### src/rtl/alu_pkg.sv
// Shared ALU definitions: op codes driven on the ALU control bus and the
// multiply sequencer's state encoding.
package alu_pkg;

  localparam logic [2:0] OpNop  = 3'b000;
  localparam logic [2:0] OpAdd  = 3'b001;
  localparam logic [2:0] OpNand = 3'b010;
  localparam logic [2:0] OpSlt  = 3'b011;
  localparam logic [2:0] OpShl  = 3'b100;
  localparam logic [2:0] OpShr  = 3'b101;
  localparam logic [2:0] OpBeq  = 3'b110;
  localparam logic [2:0] OpMem  = 3'b111;

  typedef enum logic [1:0] {
    StIdle  = 2'b00,
    StAdd   = 2'b01,
    StShift = 2'b10,
    StDone  = 2'b11
  } seq_state_e;

endpackage

### src/rtl/alu_mul_seq.sv
// Shift-and-add 8x8 multiplier (low byte) that borrows the shared ALU for
// every add and shift, owning its op code and operands while busy.
import alu_pkg::*;

module alu_mul_seq (
  input  logic       clk,
  input  logic       rst_n,
  input  logic       start,
  input  logic [7:0] a,
  input  logic [7:0] b,
  output logic [2:0] alu_op,
  output logic [7:0] alu_a,
  output logic [7:0] alu_b,
  input  logic [7:0] alu_result,
  output logic       busy,
  output logic       done,
  output logic [7:0] product
);

  seq_state_e state_q, state_d;
  logic [7:0] acc_q, acc_d;
  logic [7:0] m_q, m_d;
  logic [7:0] q_q, q_d;
  logic [2:0] cnt_q, cnt_d;
  logic [7:0] product_q, product_d;

  always_ff @(posedge clk or negedge rst_n) begin
    if (!rst_n) begin
      state_q   <= StIdle;
      acc_q     <= 8'h00;
      m_q       <= 8'h00;
      q_q       <= 8'h00;
      cnt_q     <= 3'd0;
      product_q <= 8'h00;
    end else begin
      state_q   <= state_d;
      acc_q     <= acc_d;
      m_q       <= m_d;
      q_q       <= q_d;
      cnt_q     <= cnt_d;
      product_q <= product_d;
    end
  end

  always_comb begin
    state_d = state_q;
    acc_d   = acc_q;
    m_d     = m_q;
    q_d     = q_q;
    cnt_d   = cnt_q;
    alu_op  = OpNop;
    alu_a   = 8'h00;
    alu_b   = 8'h00;

    unique case (state_q)
      StIdle: begin
        if (start) begin
          acc_d   = 8'h00;
          m_d     = a;
          q_d     = b;
          cnt_d   = 3'd0;
          state_d = (b != 8'h00) ? StAdd : StDone;
        end
      end
      StAdd: begin
        if (q_q[0]) begin
          alu_op = OpAdd;
          alu_a  = acc_q;
          alu_b  = m_q;
          acc_d  = alu_result;
        end
        state_d = StShift;
      end
      StShift: begin
        alu_op = OpShl;
        alu_a  = m_q;
        m_d    = alu_result;
        q_d    = q_q >> 1;
        cnt_d  = cnt_q + 3'd1;
        // Stop early once no multiplier bits remain to skip idle iterations.
        state_d = ((cnt_q == 3'd7) || (q_d == 8'h00)) ? StDone : StAdd;
      end
      StDone: begin
        state_d = StIdle;
      end
      default: begin
        state_d = StIdle;
      end
    endcase

    // Capture on entry to DONE so the result is already visible while done=1.
    product_d = (state_d == StDone) ? acc_d : product_q;
  end

  assign busy    = (state_q == StAdd) || (state_q == StShift);
  assign done    = (state_q == StDone);
  assign product = product_q;

endmodule

### config.mk
export PLATFORM = sky130hd
export DESIGN_NAME = alu_mul_seq
export DESIGN_NICKNAME = d
export VERILOG_FILES = /design/src/rtl/alu_pkg.sv /design/src/rtl/alu_mul_seq.sv
export SDC_FILE = /design/constraint.sdc
export NUM_CORES = 1
export LEC_CHECK = 0
export CAP_MARGIN = 20
export CORE_MARGIN = 4
export CORE_UTILIZATION = 47
export DETAILED_ROUTE_END_ITERATION = 8
export HOLD_SLACK_MARGIN = 0.15
export PLACE_DENSITY = 0.87
export REMOVE_ABC_BUFFERS = 1
export SYNTH_ARGS = -nofsm -noshare
export SYNTH_HDL_FRONTEND = slang
export SYNTH_SLANG_ARGS = --single-unit
### constraint.sdc
create_clock -name clk -period 2.5 [get_ports clk]
set_clock_uncertainty 0.15 [all_clocks]
set_input_delay 0.625 -clock clk [delete_from_list [all_inputs] [get_ports clk]]
set_output_delay 0.625 -clock clk [all_outputs]
set_load 0.01 [all_outputs]
==> results of run 1 <==
-- cells in the mapped netlist (all sizes together) (2+ instances only) --
| library cell | number |
|---|---|
| a22o | 9 |
| a22oi | 8 |
| and3 | 9 |
| buf | 4 |
| clkbuf | 9 |
| dfrtp | 37 |
| ha | 6 |
| inv | 4 |
| mux2 | 8 |
| mux2i | 16 |
| nand2 | 15 |
| nand3b | 2 |
| nor2 | 4 |
| nor2b | 8 |
| nor4 | 2 |
| o211ai | 2 |
| o21ai | 19 |
-- worst paths after layout --
check / slack (ps) / startpoint / endpoint / cells after the start
min: 270 / rst_n / q_q[3] / 1
min in group clk: 360 / cnt_q[2] / cnt_q[2] / 1
max: 100 / state_q[0] / alu_op[2] / 5
max in group asynchronous: 1410 / rst_n / m_q[3] / 1
min reg2reg: 360 / cnt_q[2] / cnt_q[2] / 1
max reg2reg: 300 / state_q[1] / product[2] / 7
-- state kept, by name, summed over array words and instances (netlist names) --
name,flops
state_q,2
q_q,8
product,8
cnt_q,3
m_q,8
acc_q,8
-- area by class of cell --
cell class,count,area (um2)
clock buffers,7,96.3
clock inverters,1,5.00
fillers,285,1100
inverters,4,15.0
multi-input cells,122,946
flip-flops and latches,37,926
well taps,48,60.1
repair buffers,74,653
-- metrics by stage --
stage          hold WS [ps]  worst slack, ps  instance area (um2)  TNS, ps  util (%)
2_1_floorplan           179             -764                 1850   -13600         -
3_3_place_gp            332             66.7                 2590        0      68.3
3_5_place_dp            342             1.91                 2590        0      68.3
4_1_cts                 294            -6.88                 2740    -11.7      72.2
5_1_grt                 328            -56.9                 2700     -106      71.1
6_report                273             96.3                 2700        0      71.1
-- metal layers --
metal / up-vias / routed length [um] / part of all wire (%)
met5: - / 0 / 0
met4: 0 / 74 / 1.4
met3: 9 / 312 / 6.0
met2: 64 / 2550 / 49
met1: 834 / 2310 / 44
li1: 776 / - / -
-- cells in the final DEF, fill, tap and decap left out, drive strengths merged --
| cell | instances |
|---|---|
| a21oi | 1 |
| conb | 1 |
| o211ai | 2 |
| a22o | 9 |
| nand3b | 2 |
| o21a | 1 |
| nor2b | 8 |
| ha | 6 |
| dlymetal6s2s | 1 |
| a211o | 1 |
| or2b | 1 |
| o221ai | 1 |
| buf | 23 |
| clkdlybuf4s50 | 34 |
| mux2 | 8 |
| and4 | 1 |
| nand2 | 15 |
| o22a | 1 |
| nand3 | 1 |
| clkdlybuf4s15 | 1 |
| and3 | 9 |
| clkinv | 1 |
| nor2 | 4 |
| a22oi | 8 |
| a32o | 1 |
| dfrtp | 37 |
| clkbuf | 15 |
| xnor2 | 1 |
| o21ai | 19 |
| nand2b | 1 |
| a41o | 1 |
| inv | 4 |
| nor4 | 2 |
| dlygate4sd2 | 7 |
| mux2i | 16 |
| and2 | 1 |
-- power by group through the flow --
stage	sequential [W]	combinational [W]	clock (W)
after CTS	0.00108	0.00198	0.000463
after detailed placement	0.00108	0.00192	0
after global routing	0.00112	0.00218	0.000498
final	0.00109	0.00202	0.000459
after global placement	0.00107	0.00185	0
after floorplan	0.00106	0.00105	0
-- timing repair --
action,CTS,global route
gates resized for setup,31,22
gates cloned,0,0
endpoints found under the setup margin,19,16
hold endpoints to repair,0,0
pin swaps,1,0
buffers inserted,3,0
-- cell families (layout without fill, tap and decap cells) --
family | after synthesis | in the layout
flops | 37 | 37
mux | 24 | 24
buf+inv | 17 | 86
fa+ha+maj | 6 | 6
simple gates | 45 | 45
other cells | 1 | 1
compound gates | 45 | 45
xor+xnor | 1 | 1
-- worst max-delay path, cell delays in order, from the launching register on --
cell and delay (ps):
dfrtp_1 420, inv_2 110, ha_2 220, buf_12 140, buf_4 190, clkdlybuf4s15_1 260
==> flow_metrics.py, run 1 <==
metrics = {
    "grt": {
        "busiest_layer": "met2",
        "grt_max_degree": 38,
        "use_met3_pct": 4.91,
        "met2_usage_pct": 35.9,
        "antenna_found_initial": 0,
        "grt_overflow": 0,
        "grt_pass1_wl_um": 8690,
        "grt_use_total_pct": 21.8,
        "grt_pass1_vias": 1758,
        "use_met1_pct": 28.5,
    },
    "place": {
        "gp_congestion": 0.788,
        "port_buffers": 54,
        "placedCellCount": 283,
        "place_hpwl_um": 3520,
    },
    "power_and_ir_drop": {
        "clkPwrFrac_pct": 12.9,
        "p_seq_share_pct": 30.6,
        "ir_drop_v": 0.000637,
        "switching_share_pct": 40.0,
        "total_power_w": 0.00357,
        "p_comb_share_pct": 56.6,
        "leakagePower_nw": 1.28,
        "p_switching_w": 0.00143,
        "p_per_area_nw_per_um2": 1320,
        "intPower_w": 0.00214,
    },
    "finish": {
        "antenna_cells": 0,
        "syn2layout_area_growth_pct": 41.4,
        "finalNonFillerCells": 293,
        "fin_nets": 277,
        "drive_above_1_share_pct": 23.7,
    },
    "clocking": {
        "cts_max_level": 2,
        "hold_buffers": 0,
        "numCtsBuffers": 5,
        "cts_buffer_depth": 2,
        "clock_latency_ps": 290,
        "cts_tree": "built",
        "clkTransAtPathRegs_ps": 70,
        "clock_sinks": 37,
        "root_buffer": "clkbuf_8",
    },
    "logic_synthesis": {
        "synth-edff-count": 0,
        "yosysTopAreaCell": "dfrtp_1",
        "syn_inst": 176,
        "yosysTopAreaCellShare_pct": 48.5,
        "synth_flop_cell": "dfrtp_1",
        "ys.warnings.count": 0,
        "synth_xor_area_share_pct": 0.458,
        "synthArstFlopShare_pct": 100,
        "syn_area_per_cell_um2": 10.9,
        "synth.distinct_cells": 35,
        "synth_compound_area_share_pct": 17.1,
        "synth_top_family_by_area": "compound AO/OA/AOI/OAI gates",
        "muxShareOfSynthArea_pct": 13.1,
        "synthAdderAreaFrac_pct": 3.93,
        "netlist_area_um2": 1910,
        "ys_seq_area_share_pct": 48.5,
        "synth-seq-cells": 37,
        "synth-simple-area-share_pct": 12.7,
        "synth.area.top_cells": "dfrtp_1 48%, mux2i_1 8.4%, o21ai_0 5.0%, a22o_1 4.1%, mux2_2 4.1%",
    },
    "timing": {
        "slew_headroom_pct": 45.4,
        "period_needed_ps": 2400,
        "rsz0062_at_grt": "true",
        "hold_viol": 0,
        "worst_pin_slew_ps": 819,
        "drv_slew": 0,
        "max_freq_mhz": 416,
        "setup_viol": 0,
        "post-route-period-util_pct": 96.1,
    },
    "floorplan": {
        "start_util_pct": 50.3,
        "dieArea_um2": 5150,
        "rows": 22,
        "coreArea_um2": 3800,
        "num_io_pins": 56,
        "die_w_um": 71.8,
        "die_h_um": 71.8,
    },
    "drt": {
        "initialDrtViolationCount": 117,
        "vias": 1683,
        "wl_per_cell_um": 17.9,
        "finalWirelength_um": 5240,
        "drc": 0,
        "drtPass1Iterations": 4,
        "viasPerCell": 5.74,
        "ant_nets": 0,
    },
    "flow_run": {
        "cap_violations": 0,
    },
    "worst_setup_path": {
        "end_kind": "output pin",
        "worst_setup_path_start_kind": "flip-flop",
        "crit_fanout": 8,
        "critPathKind": "reg2out",
        "critPathRequiredTime_ps": 1730,
        "cp.arrival_ps": 1630,
    },
    "hold_path": {
        "hold_path.class": "in2async",
    },
    "outcome": {
        "outcome": "finished, final reports clean",
    },
}
No activity file was read; power rests on OpenSTA's default activity.
==> inputs of run 2 (changes only) <==
--- a/config.mk
+++ b/config.mk
@@ -6,7 +6,7 @@
 export NUM_CORES = 1
 export LEC_CHECK = 0
 export CAP_MARGIN = 20
-export CORE_MARGIN = 4
+export CORE_ASPECT_RATIO = 0.75
 export CORE_UTILIZATION = 47
 export DETAILED_ROUTE_END_ITERATION = 8
 export HOLD_SLACK_MARGIN = 0.15
==> run 2 against run 1 <==
  * Non-clock buffer count fell by 1
  * Wire length is 10% lower
  * Via count is 5.7% lower
  * Highest routed layer unchanged
==> flow_metrics.py, run 2 (synthesis gave the netlist of run 1 again) <==
metrics = {
    "worst_setup_path": {
        "max_stage_delay_ps": 430,
        "r2r_slack_ps": 240,
        "cp.arrival_ps": 1670,
        "critPathRequiredTime_ps": 1730,
        "rr_endpoint": "product[6]",
        "critPathKind": "reg2out",
        "crit_buf_inv": 3,
        "crit_chain": "inv_1, ha_4, buf_12, and3_1, dlygate4sd2_1",
        "slowest_stage": "dfrtp_1",
        "timing.rr.start": "state_q[0]",
        "reg2reg_depth": 7,
        "crit_family": "buffers and inverters",
        "end_kind": "output pin",
        "crit_fanout": 8,
        "worst_setup_path_start_kind": "flip-flop",
    },
    "drt": {
        "viasPerCell": 5.36,
        "initialDrtViolationCount": 91,
        "finalWirelength_um": 4710,
        "drc": 0,
        "vias": 1587,
        "dr_wl_met3_um": 320,
        "drtPass1Iterations": 4,
        "wl_met1_um": 2160,
        "ant_nets": 0,
        "wl_per_cell_um": 15.9,
        "top_layer": "met4",
        "wl_met2_um": 2200,
    },
    "timing": {
        "slew_headroom_pct": 46.4,
        "setup_viol": 0,
        "hold_viol": 0,
        "rsz0062_at_grt": "false",
        "post-route-period-util_pct": 97.8,
        "worst_slack_ps": 53.8,
        "drv_slew": 0,
        "period_needed_ps": 2450,
        "worst_pin_slew_ps": 803,
        "max_freq_mhz": 409,
        "whs_ps": 261,
    },
    "floorplan": {
        "die_h_um": 57.2,
        "num_io_pins": 56,
        "start_util_pct": 50.5,
        "rows": 19,
        "dieArea_um2": 4330,
        "coreArea_um2": 3780,
        "die_w_um": 75.6,
    },
    "outcome": {
        "outcome": "finished, final reports clean",
    },
    "clocking": {
        "clock_sinks": 37,
        "cts_buffer_depth": 2,
        "clkTransAtPathRegs_ps": 80,
        "clock_latency_ps": 290,
        "cts_tree": "built",
        "numCtsBuffers": 5,
        "cts_max_level": 2,
        "hold_buffers": 0,
        "root_buffer": "clkbuf_8",
    },
    "power_and_ir_drop": {
        "p_comb_share_pct": 58.1,
        "leakagePower_nw": 1.29,
        "clkPwrFrac_pct": 11.4,
        "ir_drop_v": 0.000682,
        "p_switching_w": 0.00141,
        "switching_share_pct": 39.5,
        "p_seq_share_pct": 30.5,
        "p_per_area_nw_per_um2": 1300,
        "intPower_w": 0.00216,
    },
    "grt": {
        "grt_use_total_pct": 24.4,
        "grt_pass1_wl_um": 7670,
        "antenna_found_initial": 0,
        "grt_max_degree": 38,
        "grt_pass1_vias": 1607,
        "grt_overflow": 0,
    },
    "place": {
        "dp_slack_ps": -13.6,
        "placedCellCount": 286,
        "place_hpwl_um": 3280,
        "port_buffers": 54,
        "gp_congestion": 0.778,
    },
    "finish": {
        "mostFrequentLayoutCells": "37 x dfrtp_1, 34 x clkdlybuf4s50_1, 18 x o21ai_0, 16 x mux2i_1, 15 x nand2_1",
        "antenna_cells": 0,
        "syn2layout_area_growth_pct": 43.6,
        "fill_cells": 261,
        "fin_nets": 276,
        "finalNonFillerCells": 296,
        "final_common_cell": "dfrtp_1",
        "drive_above_1_share_pct": 23.8,
    },
    "hold_path": {
        "hold_path.class": "in2async",
    },
    "flow_run": {
        "cap_violations": 0,
    },
}
==> run 2: cell count changes in the layout (fill, tap and decap cells not counted), sizes merged <==
| cell | previous run | this run |
|---|---|---|
| clkbuf | 15 | 5 |
| clkdlybuf4s15 | 1 | 0 |
| dlygate4sd2 | 7 | 9 |
| clkinv | 1 | 2 |
| dlymetal6s2s | 1 | 2 |
| buf | 23 | 28 |
| clkinvlp | 0 | 1 |
==> run 2: stage by stage <==
stage	area, um2	TNS [ps]	utilization [%]	power, W
finish	2740	0	72.6	0.00356
floorplan	1850	-13600	-	0.00211
CTS	2710	-211	71.7	0.00350
global placement	2620	0	69.2	0.00300
detailed placement	2620	-26.5	69.2	0.00305
global route	2740	0	72.6	0.00384
==> run 2: what timing repair did <==
action	in CTS	in global routing
endpoints found under the setup margin	19	9
buffers inserted	1	1
gates resized for setup	46	12
==> run 2: worst max path at each step <==
stage	from	to	slack [ps]	cells past startpoint
after CTS	state_q[0]	alu_a[2]	-60	7
after global placement	state_q[1]	alu_a[6]	10	7
after floorplan	state_q[0]	m_q[0]	-760	4
after global routing	state_q[0]	alu_a[6]	7	6
after detailed placement	state_q[1]	alu_a[6]	-10	7
final	state_q[0]	alu_op[0]	50	5
==> run 2: final cells by class <==
class / count / area, um2 / area share (%)
repair buffers: 73 / 681 / 24.8
multi-input cells: 122 / 971 / 35.4
flip-flops and latches: 37 / 926 / 33.7
well taps: 52 / 65.1 / 2.37
inverters: 4 / 15.0 / 0.547
clock buffers: 5 / 68.8 / 2.51
clock inverters: 3 / 17.5 / 0.638
==> run 2: power by group through the flow <==
stage | sequential [W] | clock, W | combinational [W]
2_1_floorplan | 0.00106 | 0 | 0.00105
3_3_place_gp | 0.00106 | 0 | 0.00193
3_5_place_dp | 0.00108 | 0 | 0.00197
4_1_cts | 0.00107 | 0.000415 | 0.00202
5_1_grt | 0.00112 | 0.000441 | 0.00227
6_report | 0.00109 | 0.000405 | 0.00207
==> run 2: routing by layer <==
metal  GRT usage [%]  vias up
met5               0        -
met4            6.35        0
met1            33.4      758
met2            38.1       59
li1                -      766
met3            7.24        4
==> inputs of run 3 (changes only) <==
--- a/config.mk
+++ b/config.mk
@@ -5,7 +5,6 @@
 export SDC_FILE = /design/constraint.sdc
 export NUM_CORES = 1
 export LEC_CHECK = 0
-export CAP_MARGIN = 20
 export CORE_ASPECT_RATIO = 0.75
 export CORE_UTILIZATION = 47
 export DETAILED_ROUTE_END_ITERATION = 8
@@ -15,3 +14,4 @@
 export SYNTH_ARGS = -nofsm -noshare
 export SYNTH_HDL_FRONTEND = slang
 export SYNTH_SLANG_ARGS = --single-unit
+export TNS_END_PERCENT = 10
==> run 3 against run 2 <==
  * Total power decreased by 1.9%
  * Count of clock-buffer cells in the layout unchanged
  * Die area unchanged
  * Critical path type unchanged
==> flow_metrics.py, run 3 (synthesis gave the netlist of run 1 again) <==
metrics = {
    "outcome": {
        "outcome": "finished, final reports clean",
    },
    "finish": {
        "fin_nets": 274,
        "final_common_cell": "dfrtp_1",
        "drive_above_1_share_pct": 21.9,
        "mostFrequentLayoutCells": "37 x dfrtp_1, 34 x clkdlybuf4s50_1, 18 x o21ai_0, 16 x mux2i_1, 15 x nand2_1",
        "antenna_cells": 0,
        "final_util_pct": 72.3,
        "syn2layout_area_growth_pct": 43.1,
    },
    "timing": {
        "drv_slew": 0,
        "worst_slack_ps": 86.6,
        "slew_headroom_pct": 46.3,
        "worst_pin_slew_ps": 805,
        "post-route-period-util_pct": 96.5,
        "setup_viol": 0,
        "period_needed_ps": 2410,
        "hold_viol": 0,
        "max_freq_mhz": 414,
    },
    "worst_setup_path": {
        "cp.arrival_ps": 1640,
        "critPathKind": "reg2out",
        "crit_cells": 7,
        "worst_setup_path_start_kind": "flip-flop",
        "end_kind": "output pin",
        "crit_buf_inv": 3,
        "reg2reg_depth": 7,
        "slowest_stage": "dfrtp_1",
        "crit_fanout": 14,
        "crit_family": "flip-flops",
        "r2r_slack_ps": 290,
        "crit_chain": "inv_2, ha_2, and2_4, buf_12, a22oi_1, nor2b_1, clkbuf_2",
        "max_stage_delay_ps": 390,
        "critPathRequiredTime_ps": 1730,
    },
    "floorplan": {
        "coreArea_um2": 3780,
        "die_h_um": 57.2,
        "num_io_pins": 56,
        "start_util_pct": 50.5,
        "rows": 19,
        "dieArea_um2": 4330,
        "die_w_um": 75.6,
    },
    "power_and_ir_drop": {
        "ir_drop_v": 0.000691,
        "switching_share_pct": 39.1,
        "clkPwrFrac_pct": 11.6,
        "p_per_area_nw_per_um2": 1280,
        "p_seq_share_pct": 30.9,
        "p_comb_share_pct": 57.5,
        "intPower_w": 0.00213,
        "leakagePower_nw": 1.38,
        "p_switching_w": 0.00137,
    },
    "drt": {
        "ant_nets": 0,
        "drtPass1Iterations": 4,
        "viasPerCell": 5.39,
        "drc": 0,
        "initialDrtViolationCount": 82,
        "vias": 1586,
        "wl_per_cell_um": 15.6,
        "finalWirelength_um": 4590,
    },
    "clocking": {
        "clkTransAtPathRegs_ps": 70,
        "clock_latency_ps": 290,
        "clock_sinks": 37,
        "root_buffer": "clkbuf_8",
        "cts_max_level": 2,
        "cts_buffer_depth": 2,
        "numCtsBuffers": 5,
        "cts_tree": "built",
    },
    "place": {
        "place_hpwl_um": 3280,
        "port_buffers": 54,
        "dp_slack_ps": -13.6,
        "gp_congestion": 0.778,
    },
    "grt": {
        "grt_use_total_pct": 23.7,
        "grt_pass1_vias": 1565,
        "antenna_found_initial": 0,
        "grt_max_degree": 38,
        "grt_pass1_wl_um": 7430,
        "grt_overflow": 0,
    },
    "flow_run": {
        "cap_violations": 0,
    },
    "hold_path": {
        "hold_path.class": "in2async",
    },
}
## run 3: final timing paths
kind                                  from    endpoint
worst max-delay path            state_q[1]    alu_a[2]
worst min-delay path                 rst_n    acc_q[3]
worst max register to register  state_q[1]  product[0]
worst min register to register      m_q[0]      m_q[0]
max in group asynchronous            rst_n    cnt_q[2]
min in group clk                    m_q[0]      m_q[0]
## run 3: timing repair
action / CTS / global route
buffers inserted: 0 / 0
setup endpoints to repair: 19 / 17
hold buffers: 0 / 0
pin swaps: 0 / 1
gates resized for setup: 12 / 32
## run 3: power groups by stage
| stage | sequential (W) | combinational, W | clock (W) |
|---|---|---|---|
| finish | 0.00108 | 0.00201 | 0.000407 |
| global route | 0.00112 | 0.00221 | 0.000443 |
| global placement | 0.00106 | 0.00193 | 0 |
| detailed placement | 0.00108 | 0.00197 | 0 |
| CTS | 0.00106 | 0.00197 | 0.000415 |
| floorplan | 0.00106 | 0.00105 | 0 |
## run 3: cell type report
class / count / area [um2]
timing repair buffer: 71 / 696
tap: 52 / 65.1
clock buffer: 5 / 68.8
multi-input combinational: 122 / 946
fill: 269 / 1050
sequential: 37 / 926
clock inverter: 3 / 17.5
inverter: 4 / 15.0
## run 3: through the flow
stage          area, um2  total power (W)  hold slack (ps)  setup TNS [ps]  cells
2_1_floorplan       1850          0.00211              179          -13600    163
3_3_place_gp        2620          0.00300              331               0    286
3_5_place_dp        2620          0.00305              344           -26.5    286
4_1_cts             2700          0.00345              290           -1370    294
5_1_grt             2730          0.00377              330           -1.68    294
6_report            2730          0.00350              264               0    294
## run 3: per-layer routing
| layer | track usage (%) | up-vias | share of wire (%) |
|---|---|---|---|
| met2 | 36.6 | 55 | 46 |
| met1 | 32.9 | 767 | 48 |
| met5 | 0 | - | 0 |
| met3 | 7.24 | 4 | 5.6 |
| li1 | - | 760 | - |
| met4 | 5.82 | 0 | 0.70 |
